File: src/rtl/text_menu_nav.sv
// text_menu_nav
//   Keyboard-side driver of the editor's top menu. It takes scan-code bytes
//   from the PS/2 receiver and produces three things: the highlighted menu
//   item for the menu graph renderer, one-cycle command pulses when an item
//   is confirmed, and the caps/color/size editor settings changed from the
//   menu.
//
// Ports
//   clk           system clock
//   reset         synchronous, active-low reset
//   key_code      scan-code byte from the PS/2 receiver
//   key_valid     one-cycle strobe marking key_code as valid
//   item_selector 0 = menu closed, 1..6 = highlighted item
//                 (open, save, exit, caps, color, size)
//   menu_active   high while the menu is open
//   cmd_valid     one-cycle pulse when an item is confirmed with Enter
//   cmd_item      confirmed item; holds its last value between pulses
//   caps_on       caps-lock setting
//   text_color    text rgb, always in 3'b001..3'b111
//   text_size     text size index, 0..SIZE_MAX
module text_menu_nav #(
    parameter logic [7:0]  MENU_KEY = 8'h09,
    parameter logic [27:0] TIMEOUT  = 28'd250_000_000,
    parameter logic [1:0]  SIZE_MAX = 2'd3
) (
    input  logic       clk,
    input  logic       reset,
    input  logic [7:0] key_code,
    input  logic       key_valid,
    output logic [2:0] item_selector,
    output logic       menu_active,
    output logic       cmd_valid,
    output logic [2:0] cmd_item,
    output logic       caps_on,
    output logic [2:0] text_color,
    output logic [1:0] text_size
);

    // Prefix tracking for the PS/2 set-2 byte stream: E0 marks an extended
    // code, F0 marks a break (key release).
    typedef enum logic [1:0] {P_IDLE, P_E0, P_F0, P_E0F0} prefix_t;

    typedef enum logic [2:0] {EV_NONE, EV_OPEN, EV_LEFT, EV_RIGHT, EV_ENTER, EV_ESC} event_t;

    prefix_t     state, state_next;
    event_t      key_event;
    logic [2:0]  sel_next;
    logic        cmd_valid_next;
    logic [2:0]  cmd_item_next;
    logic        caps_next;
    logic [2:0]  color_next;
    logic [1:0]  size_next;
    logic [27:0] idle_count, count_next;

    assign menu_active = (item_selector != 3'd0);

    // Register stage: every output is registered, so each byte acts on the
    // edge that closes its key_valid cycle.
    always_ff @(posedge clk) begin
        if (!reset) begin
            state         <= P_IDLE;
            item_selector <= 3'd0;
            cmd_valid     <= 1'b0;
            cmd_item      <= 3'd0;
            caps_on       <= 1'b0;
            text_color    <= 3'b111;
            text_size     <= 2'd0;
            idle_count    <= 28'd0;
        end else begin
            state         <= state_next;
            item_selector <= sel_next;
            cmd_valid     <= cmd_valid_next;
            cmd_item      <= cmd_item_next;
            caps_on       <= caps_next;
            text_color    <= color_next;
            text_size     <= size_next;
            idle_count    <= count_next;
        end
    end

    // Prefix decoding: turns a complete make code into at most one event.
    // Break sequences only return the FSM to idle and never produce events.
    always_comb begin
        state_next = state;
        key_event  = EV_NONE;
        if (key_valid) begin
            case (state)
                P_IDLE: begin
                    if (key_code == 8'hE0) begin
                        state_next = P_E0;
                    end else if (key_code == 8'hF0) begin
                        state_next = P_F0;
                    end else if (key_code == MENU_KEY) begin
                        key_event = EV_OPEN;
                    end else if (key_code == 8'h5A) begin
                        key_event = EV_ENTER;
                    end else if (key_code == 8'h76) begin
                        key_event = EV_ESC;
                    end
                end
                P_E0: begin
                    if (key_code == 8'hF0) begin
                        state_next = P_E0F0;
                    end else if (key_code == 8'hE0) begin
                        state_next = P_E0;
                    end else begin
                        state_next = P_IDLE;
                        if (key_code == 8'h6B) begin
                            key_event = EV_LEFT;
                        end else if (key_code == 8'h74) begin
                            key_event = EV_RIGHT;
                        end
                    end
                end
                default: state_next = P_IDLE;
            endcase
        end
    end

    // Menu behaviour and idle timeout. The timeout can only fire in a cycle
    // without key_valid, so a byte arriving in the expiry cycle keeps the
    // menu open and restarts the count.
    always_comb begin
        sel_next       = item_selector;
        cmd_valid_next = 1'b0;
        cmd_item_next  = cmd_item;
        caps_next      = caps_on;
        color_next     = text_color;
        size_next      = text_size;
        count_next     = idle_count;

        if (item_selector == 3'd0) begin
            if (key_event == EV_OPEN) begin
                sel_next = 3'd1;
            end
        end else begin
            case (key_event)
                EV_LEFT:  sel_next = (item_selector == 3'd1) ? 3'd6 : item_selector - 3'd1;
                EV_RIGHT: sel_next = (item_selector >= 3'd6) ? 3'd1 : item_selector + 3'd1;
                EV_ESC:   sel_next = 3'd0;
                EV_ENTER: begin
                    cmd_valid_next = 1'b1;
                    cmd_item_next  = item_selector;
                    case (item_selector)
                        3'd4:    caps_next  = ~caps_on;
                        3'd5:    color_next = (text_color == 3'd7) ? 3'd1 : text_color + 3'd1;
                        3'd6:    size_next  = (text_size >= SIZE_MAX) ? 2'd0 : text_size + 2'd1;
                        default: sel_next   = 3'd0;
                    endcase
                end
                default: ;
            endcase
        end

        if (item_selector == 3'd0 || key_valid || TIMEOUT == 28'd0) begin
            count_next = 28'd0;
        end else if (idle_count == TIMEOUT - 28'd1) begin
            count_next = 28'd0;
            sel_next   = 3'd0;
        end else begin
            count_next = idle_count + 28'd1;
        end
    end

endmodule

File: config.mk
export PLATFORM = sky130hd
export DESIGN_NAME = text_menu_nav
export DESIGN_NICKNAME = d
export VERILOG_FILES = /design/src/rtl/text_menu_nav.sv
export SDC_FILE = /design/constraint.sdc
export NUM_CORES = 1
export LEC_CHECK = 0
export ABC_CLOCK_PERIOD_IN_PS = 2250
export CORE_MARGIN = 2
export CORE_UTILIZATION = 34
export DETAILED_ROUTE_END_ITERATION = 10
export PLACE_DENSITY = 0.64
export RECOVER_POWER = 25
export SETUP_SLACK_MARGIN = 0.02
export SYNTH_ARGS = -nofsm -noshare
export SYNTH_HDL_FRONTEND = slang
export SYNTH_SLANG_ARGS = --single-unit
File: constraint.sdc
create_clock -name clk -period 2.25 [get_ports clk]
set_input_delay 0.675 -clock clk [delete_from_list [all_inputs] [get_ports clk]]
set_output_delay 0.675 -clock clk [all_outputs]
set_load 0.05 [all_outputs]
==> reports/metrics.yaml, run 1 <==
status: "complete, no violations"
finalSetupViolCount: 0
yosysUniqueCellTypes: 51
synth_edf_count: 0
syn_area_um2: 2230
ir_worst_vdd_mv: 0.225
vias: 1918
worstPathRequired_ps: 2430
drc: 0
gp_congestion: 0.837
leakagePower_uw: 0.000994
syn_inst: 254
dr.pass1.iters: 4
worstSkewPairLatency_ps: 290
design_power_total_uw: 1380
crit_fanout: 4
synth_top_area_cell: "dfxtp_1"
synth_area_leaders: "dfxtp_1, nor2_1, xnor2_1, ha_1, xor2_1"
fmax_mhz: 459
cts_root_buf: "clkbuf_8"
synthSimpleGateAreaFrac: 0.319
finalClockSkew_ps: 9.09
dp_slack_ps: -517
ant_nets: 0
grt_max_degree: 29
synthFlopType: "dfxtp_1"
synthXorXnorAreaFrac: 0.106
met1_usage: 0.182
die_h_um: 85.1
placed_cell_area_um2: 2710
routedWlPerCell_um: 12.4
start_util: 0.352
worst_slack_ps: 72.0
worstPathArrival_ps: 2350
cts_buffer_depth: 2
synth_top_family_by_area: "simple AND/OR/NAND/NOR gates"
drt_first_iter_violations: 121
n_antenna_cell: 0
rsz0062_at_grt: "true"
drive_gt1_frac: 0.173
yosysMostFrequentCell: "dfxtp_1"
post-route-min-period_ps: 2180
yosysSeqAreaShare: 0.385
grtUsageMet2: 0.217
synth-async-reset-ratio: 0
hp-class: "flop to flop"
ys_ff_latch: 43
ios: 25
antenna_found_initial: 0
clk_pin_slew_worst_paths_ps: 90
busiest_layer: "met2"
slew_headroom: 0.596
cts_tree: "done"
core_area_um2: 6350
dieArea_um2: 7240
synthTopCellsByCount: "dfxtp_1, nor2_1, nand2_1"
synth_fa_ha_area_frac: 0.0504
cts_buffers: 5
die_w_um: 85.1
area_delta_synth_final_pct: 29.5
synthMuxAreaShare: 0.0224
hold_viol: 0
wirelength_mm: 4.68
postSynthAreaPerCell_um2: 8.80
fp-row-count: 29
finalCritPeriodShare: 0.968
yosysWarnings: 0
h-tree-depth: 2
fin_nets: 319
grt_pass1_wl_mm: 8.13
p_per_area_nw_per_um2: 478
synth-compound-area-share: 0.0929
stdcell_area_um2: 2890
start_kind: "input port"
portBuffers: 24
yosys.area.top_type_share: 0.385
cts_hold_buffers: 0
crit_type: "input port to flop"
overflow: 0
grt_pass1_vias: 1806
max_cap_violations: 0
tightest_slew_ps: 609
grt.total_usage: 0.135
syn-num-nets: 274
groute.layer.met3.usage: 0.0292
maxSlewViolCount: 0
vias_per_cell: 5.09
end_kind: "flop"
dp_hpwl_mm: 3.32
cts_sinks: 43
==> worst paths after layout <==
| path | start | slack, ps | cells after the start | end |
|---|---|---|---|---|
| min | idle_count[0]$_SDFF_PP0_ | 470 | 1 | idle_count[0]$_SDFF_PP0_ |
| min reg2reg | idle_count[0]$_SDFF_PP0_ | 470 | 1 | idle_count[0]$_SDFF_PP0_ |
| max reg2reg | idle_count[2]$_SDFF_PP0_ | 240 | 6 | idle_count[27]$_SDFF_PP0_ |
| max | key_valid | 70 | 8 | item_selector[1]$_SDFF_PN0_ |
==> cell families (layout without fill, tap and decap cells) <==
group / Yosys count / in the layout
fa+ha+maj: 9 / 9
xor+xnor: 27 / 27
flops: 43 / 43
mux: 5 / 5
buf+inv: 14 / 60
compound gates: 29 / 29
simple gates: 127 / 127
==> stage by stage <==
stage	hold slack [ps]	std cells	utilization	TNS, ps
after floorplan	430	254	-	0
after global placement	448	367	0.426	-5870
after detailed placement	456	367	0.426	-6050
after CTS	473	377	0.458	0
after global routing	506	377	0.456	0
final	468	377	0.456	0
==> report_power, final <==
part / switching [uW] / leakage (uW) / total [uW] / internal, uW
combinational: 36.9 / 0.000596 / 78.4 / 41.5
sequential: 0.707 / 0.000347 / 762 / 761
clock: 264 / 0.0000505 / 543 / 279
==> worst max-delay path: stages <==
cell and delay [ps]:
dlygate4sd2_1 210, or3b_4 380, a41o_4 280, nor3_4 240
buf_6 130, o21ai_0 90, o21ai_1 230, o32ai_1 120
==> metal layers <==
metal  up-vias  share of wire
met2        25           0.47
met5         -              0
met1       907           0.49
met4         0         0.0077
met3         2          0.030
li1        984              -
==> timing repair <==
item	in CTS	in global routing
pin swaps	11	13
setup buffers	2	0
gates resized for setup	22	16
setup endpoints to repair	14	15
==> layout by cell type, fill, tap and decap left out, drive strengths merged, types with 2 or more instances in the layout <==
cell type      netlist  layout
nor3b                2       2
dlymetal6s2s         0       3
nand2b               7       7
clkdlybuf4s50        0       9
and3                 5       5
xnor2               15      15
nor4                 4       4
nor2b                5       5
or3b                 2       2
xor2                12      12
o21ai                9       9
or3                  2       2
nand4                9       9
nor3                 6       6
nand2               18      18
nand4b               3       3
dlygate4sd2          0       4
buf                  1      19
and2                 6       6
o22a                 2       2
inv                  9       9
dfxtp               43      43
nor4bb               3       3
nor2                38      38
mux2i                5       5
a21boi               3       3
o22ai                2       2
nand3               11      11
ha                   9       9
clkbuf               4      14
a21oi                4       4
nor4b                2       2
==> flip-flops by register name, indices dropped and copies added (netlist names) <==
name           count
caps_on            1
cmd_item           3
cmd_valid          1
idle_count        28
item_selector      3
state              2
text_color         3
text_size          2
==> layout make-up <==
| class | count | area (um^2) |
|---|---|---|
| Multi-Input combinational cell | 197 | 1430 |
| Sequential cell | 43 | 863 |
| Timing Repair Buffer | 43 | 364 |
| Inverter | 9 | 33.8 |
| Clock buffer | 7 | 96.3 |
| Fill cell | 600 | 3460 |
| Tap cell | 77 | 96.3 |
| Clock inverter | 1 | 7.51 |
Power figures use the tool's default switching activity.
==> inputs of run 2 (changes only) <==
--- a/config.mk
+++ b/config.mk
@@ -5,7 +5,7 @@
 export SDC_FILE = /design/constraint.sdc
 export NUM_CORES = 1
 export LEC_CHECK = 0
-export ABC_CLOCK_PERIOD_IN_PS = 2250
+export ABC_CLOCK_PERIOD_IN_PS = 1930
 export CORE_MARGIN = 2
 export CORE_UTILIZATION = 34
 export DETAILED_ROUTE_END_ITERATION = 10
==> constraint.sdc (replaced) <==
create_clock -name clk -period 1.93 [get_ports clk]
set_input_delay 0.579 -clock clk [delete_from_list [all_inputs] [get_ports clk]]
set_output_delay 0.579 -clock clk [all_outputs]
set_load 0.05 [all_outputs]
==> reports/metrics.yaml, run 2 (synthesis results as in run 1) <==
status: "complete, no violations"
busiest_layer: "met2"
portBuffers: 24  # unchanged
clk_pin_slew_worst_paths_ps: 80  # about the same
wirelength_mm: 5.36  # +14%
core_area_um2: 6350  # unchanged
drc: 0  # unchanged
ir_worst_vdd_mv: 0.324  # +44%
slew_headroom: 0.591  # -0.00533
ios: 25  # unchanged
fin_util: 0.487  # +0.0311
cts_sinks: 43  # unchanged
met1_usage: 0.193  # +0.0115
crit_fanout: 4  # unchanged
dp_hpwl_mm: 3.43  # +3.4%
drt_first_iter_violations: 157  # +30%
die_w_um: 85.1  # unchanged
cts_buffer_depth: 2  # unchanged
maxSlewViolCount: 0  # unchanged
grt_pass1_wl_mm: 8.57  # +5.4%
cts_hold_buffers: 0  # unchanged
start_kind: "input port"
stdcell_area_um2: 3090  # +6.8%
fmax_mhz: 525
tightest_slew_ps: 617  # +8.03 ps
largest-register: "idle_count"
grt_pass1_vias: 1921  # +6.4%
start_util: 0.352  # unchanged
area_delta_synth_final_pct: 38.3
hold_start: "cmd_item[2]$_SDFFE_PN0P_"
groute.layer.met3.usage: 0.0302  # +0.000973
rsz0062_at_grt: "true"
grtUsageMet2: 0.226  # +0.00852
p_per_area_nw_per_um2: 511  # +7.0%
leakagePower_uw: 0.00112  # +12%
dr.pass1.iters: 4  # unchanged
finalSetupViolCount: 0  # unchanged
dp_slack_ps: -713  # -197 ps
post-route-min-period_ps: 1910
hp-class: "flop to flop"
r2r-start: "state[1]$_SDFFE_PN0P_"
cts_buffers: 5  # unchanged
vias: 2023  # +5.5%
rrSetupSlack_ps: 30  # -210 ps
largest_reg_flops: 28  # unchanged
rr_worst_depth: 7  # +1
placed_cell_area_um2: 2770  # +2.4%
ant_nets: 0  # unchanged
cts_root_buf: "clkbuf_8"
finalCritPeriodShare: 0.987
gp_congestion: 0.938  # +12%
r2r-end: "item_selector[0]$_SDFF_PN0_"
routedWlPerCell_um: 13.5  # +8.8%
cts_tree: "done"
fp-row-count: 29  # unchanged
vias_per_cell: 5.11  # +0.41%
dp_cells: 375  # +2.2%
crit_type: "input port to flop"
worstPathRequired_ps: 2150  # -280 ps
worst_slack_ps: 24.7  # -47.3 ps
dieArea_um2: 7240  # unchanged
fin_nets: 339  # +6.3%
end_kind: "flop"
h-tree-depth: 2  # unchanged
overflow: 0  # unchanged
grt_max_degree: 29  # unchanged
drive_gt1_frac: 0.292  # +0.118
grt.total_usage: 0.144  # +0.00877
n_antenna_cell: 0  # unchanged
finalClockSkew_ps: 6.36  # -2.74 ps
min_to: "cmd_item[2]$_SDFFE_PN0P_"
worstPathArrival_ps: 2120  # -230 ps
die_h_um: 85.1  # unchanged
instances_no_fill: 396  # +5.0%
hold_viol: 0  # unchanged
antenna_found_initial: 0  # unchanged
worstSkewPairLatency_ps: 300  # about the same
hold_depth: 2  # +1
whs_ps: 474  # +5.40 ps
max_cap_violations: 0  # unchanged
final_cell_mix: "nor2_1, dfxtp_1, buf_4"
run 2: area by class of cell:
| class | count | area (um^2) |
|---|---|---|
| flip-flops and latches | 43 | 872 |
| clock buffers | 6 | 82.6 |
| inverters | 9 | 37.5 |
| fillers | 586 | 3260 |
| repair buffers | 62 | 477 |
| well taps | 77 | 96.3 |
| clock inverters | 1 | 5.00 |
| multi-input cells | 198 | 1520 |
run 2: critical path: stages:
cell,delay (ps)
buf_6,70
or3b_4,360
a41o_4,280
buf_6,120
o22a_4,260
nor4_4,200
nor2_1,80
o22ai_1,170
run 2: power breakdown:
group          switching, uW  internal [uW]  total (uW)
clock network            312            281         593
registers              0.791            884         885
logic                   46.4           55.7         102
run 2: how the worst max path moves through the flow:
stage	from	end	slack, ps
floorplan	key_valid	cmd_item[0]$_SDFFE_PN0P_	-60
global placement	key_code[1]	cmd_item[1]$_SDFFE_PN0P_	-650
detailed placement	key_code[1]	cmd_item[0]$_SDFFE_PN0P_	-710
CTS	key_code[3]	item_selector[1]$_SDFF_PN0_	-8
global route	state[1]$_SDFFE_PN0P_	text_color[0]$_SDFFE_PN1P_	-40
finish	key_valid	item_selector[0]$_SDFF_PN0_	20
run 2: stage by stage:
| stage | power (uW) | setup TNS [ps] |
|---|---|---|
| 2_1_floorplan | 933 | -204 |
| 3_5_place_dp | 987 | -13100 |
| 6_report | 1580 | 0 |
| 3_3_place_gp | 987 | -11640 |
| 4_1_cts | 1580 | -15.8 |
| 5_1_grt | 1630 | -162 |
run 2: routing by layer:
| layer | share of wire | wire length (um) |
|---|---|---|
| met5 | 0 | 0 |
| met4 | 0.021 | 111 |
| met3 | 0.031 | 165 |
| met2 | 0.48 | 2570 |
| met1 | 0.47 | 2510 |
run 2: what timing repair did:
| action | 4_1_cts | 5_1_grt |
|---|---|---|
| endpoints found under the setup margin | 14 | 31 |
| hold endpoints to repair | 0 | 0 |
| pin swaps | 16 | 18 |
| buffers inserted | 6 | 8 |
| gates resized for setup | 42 | 34 |
| cloned | 1 | 0 |
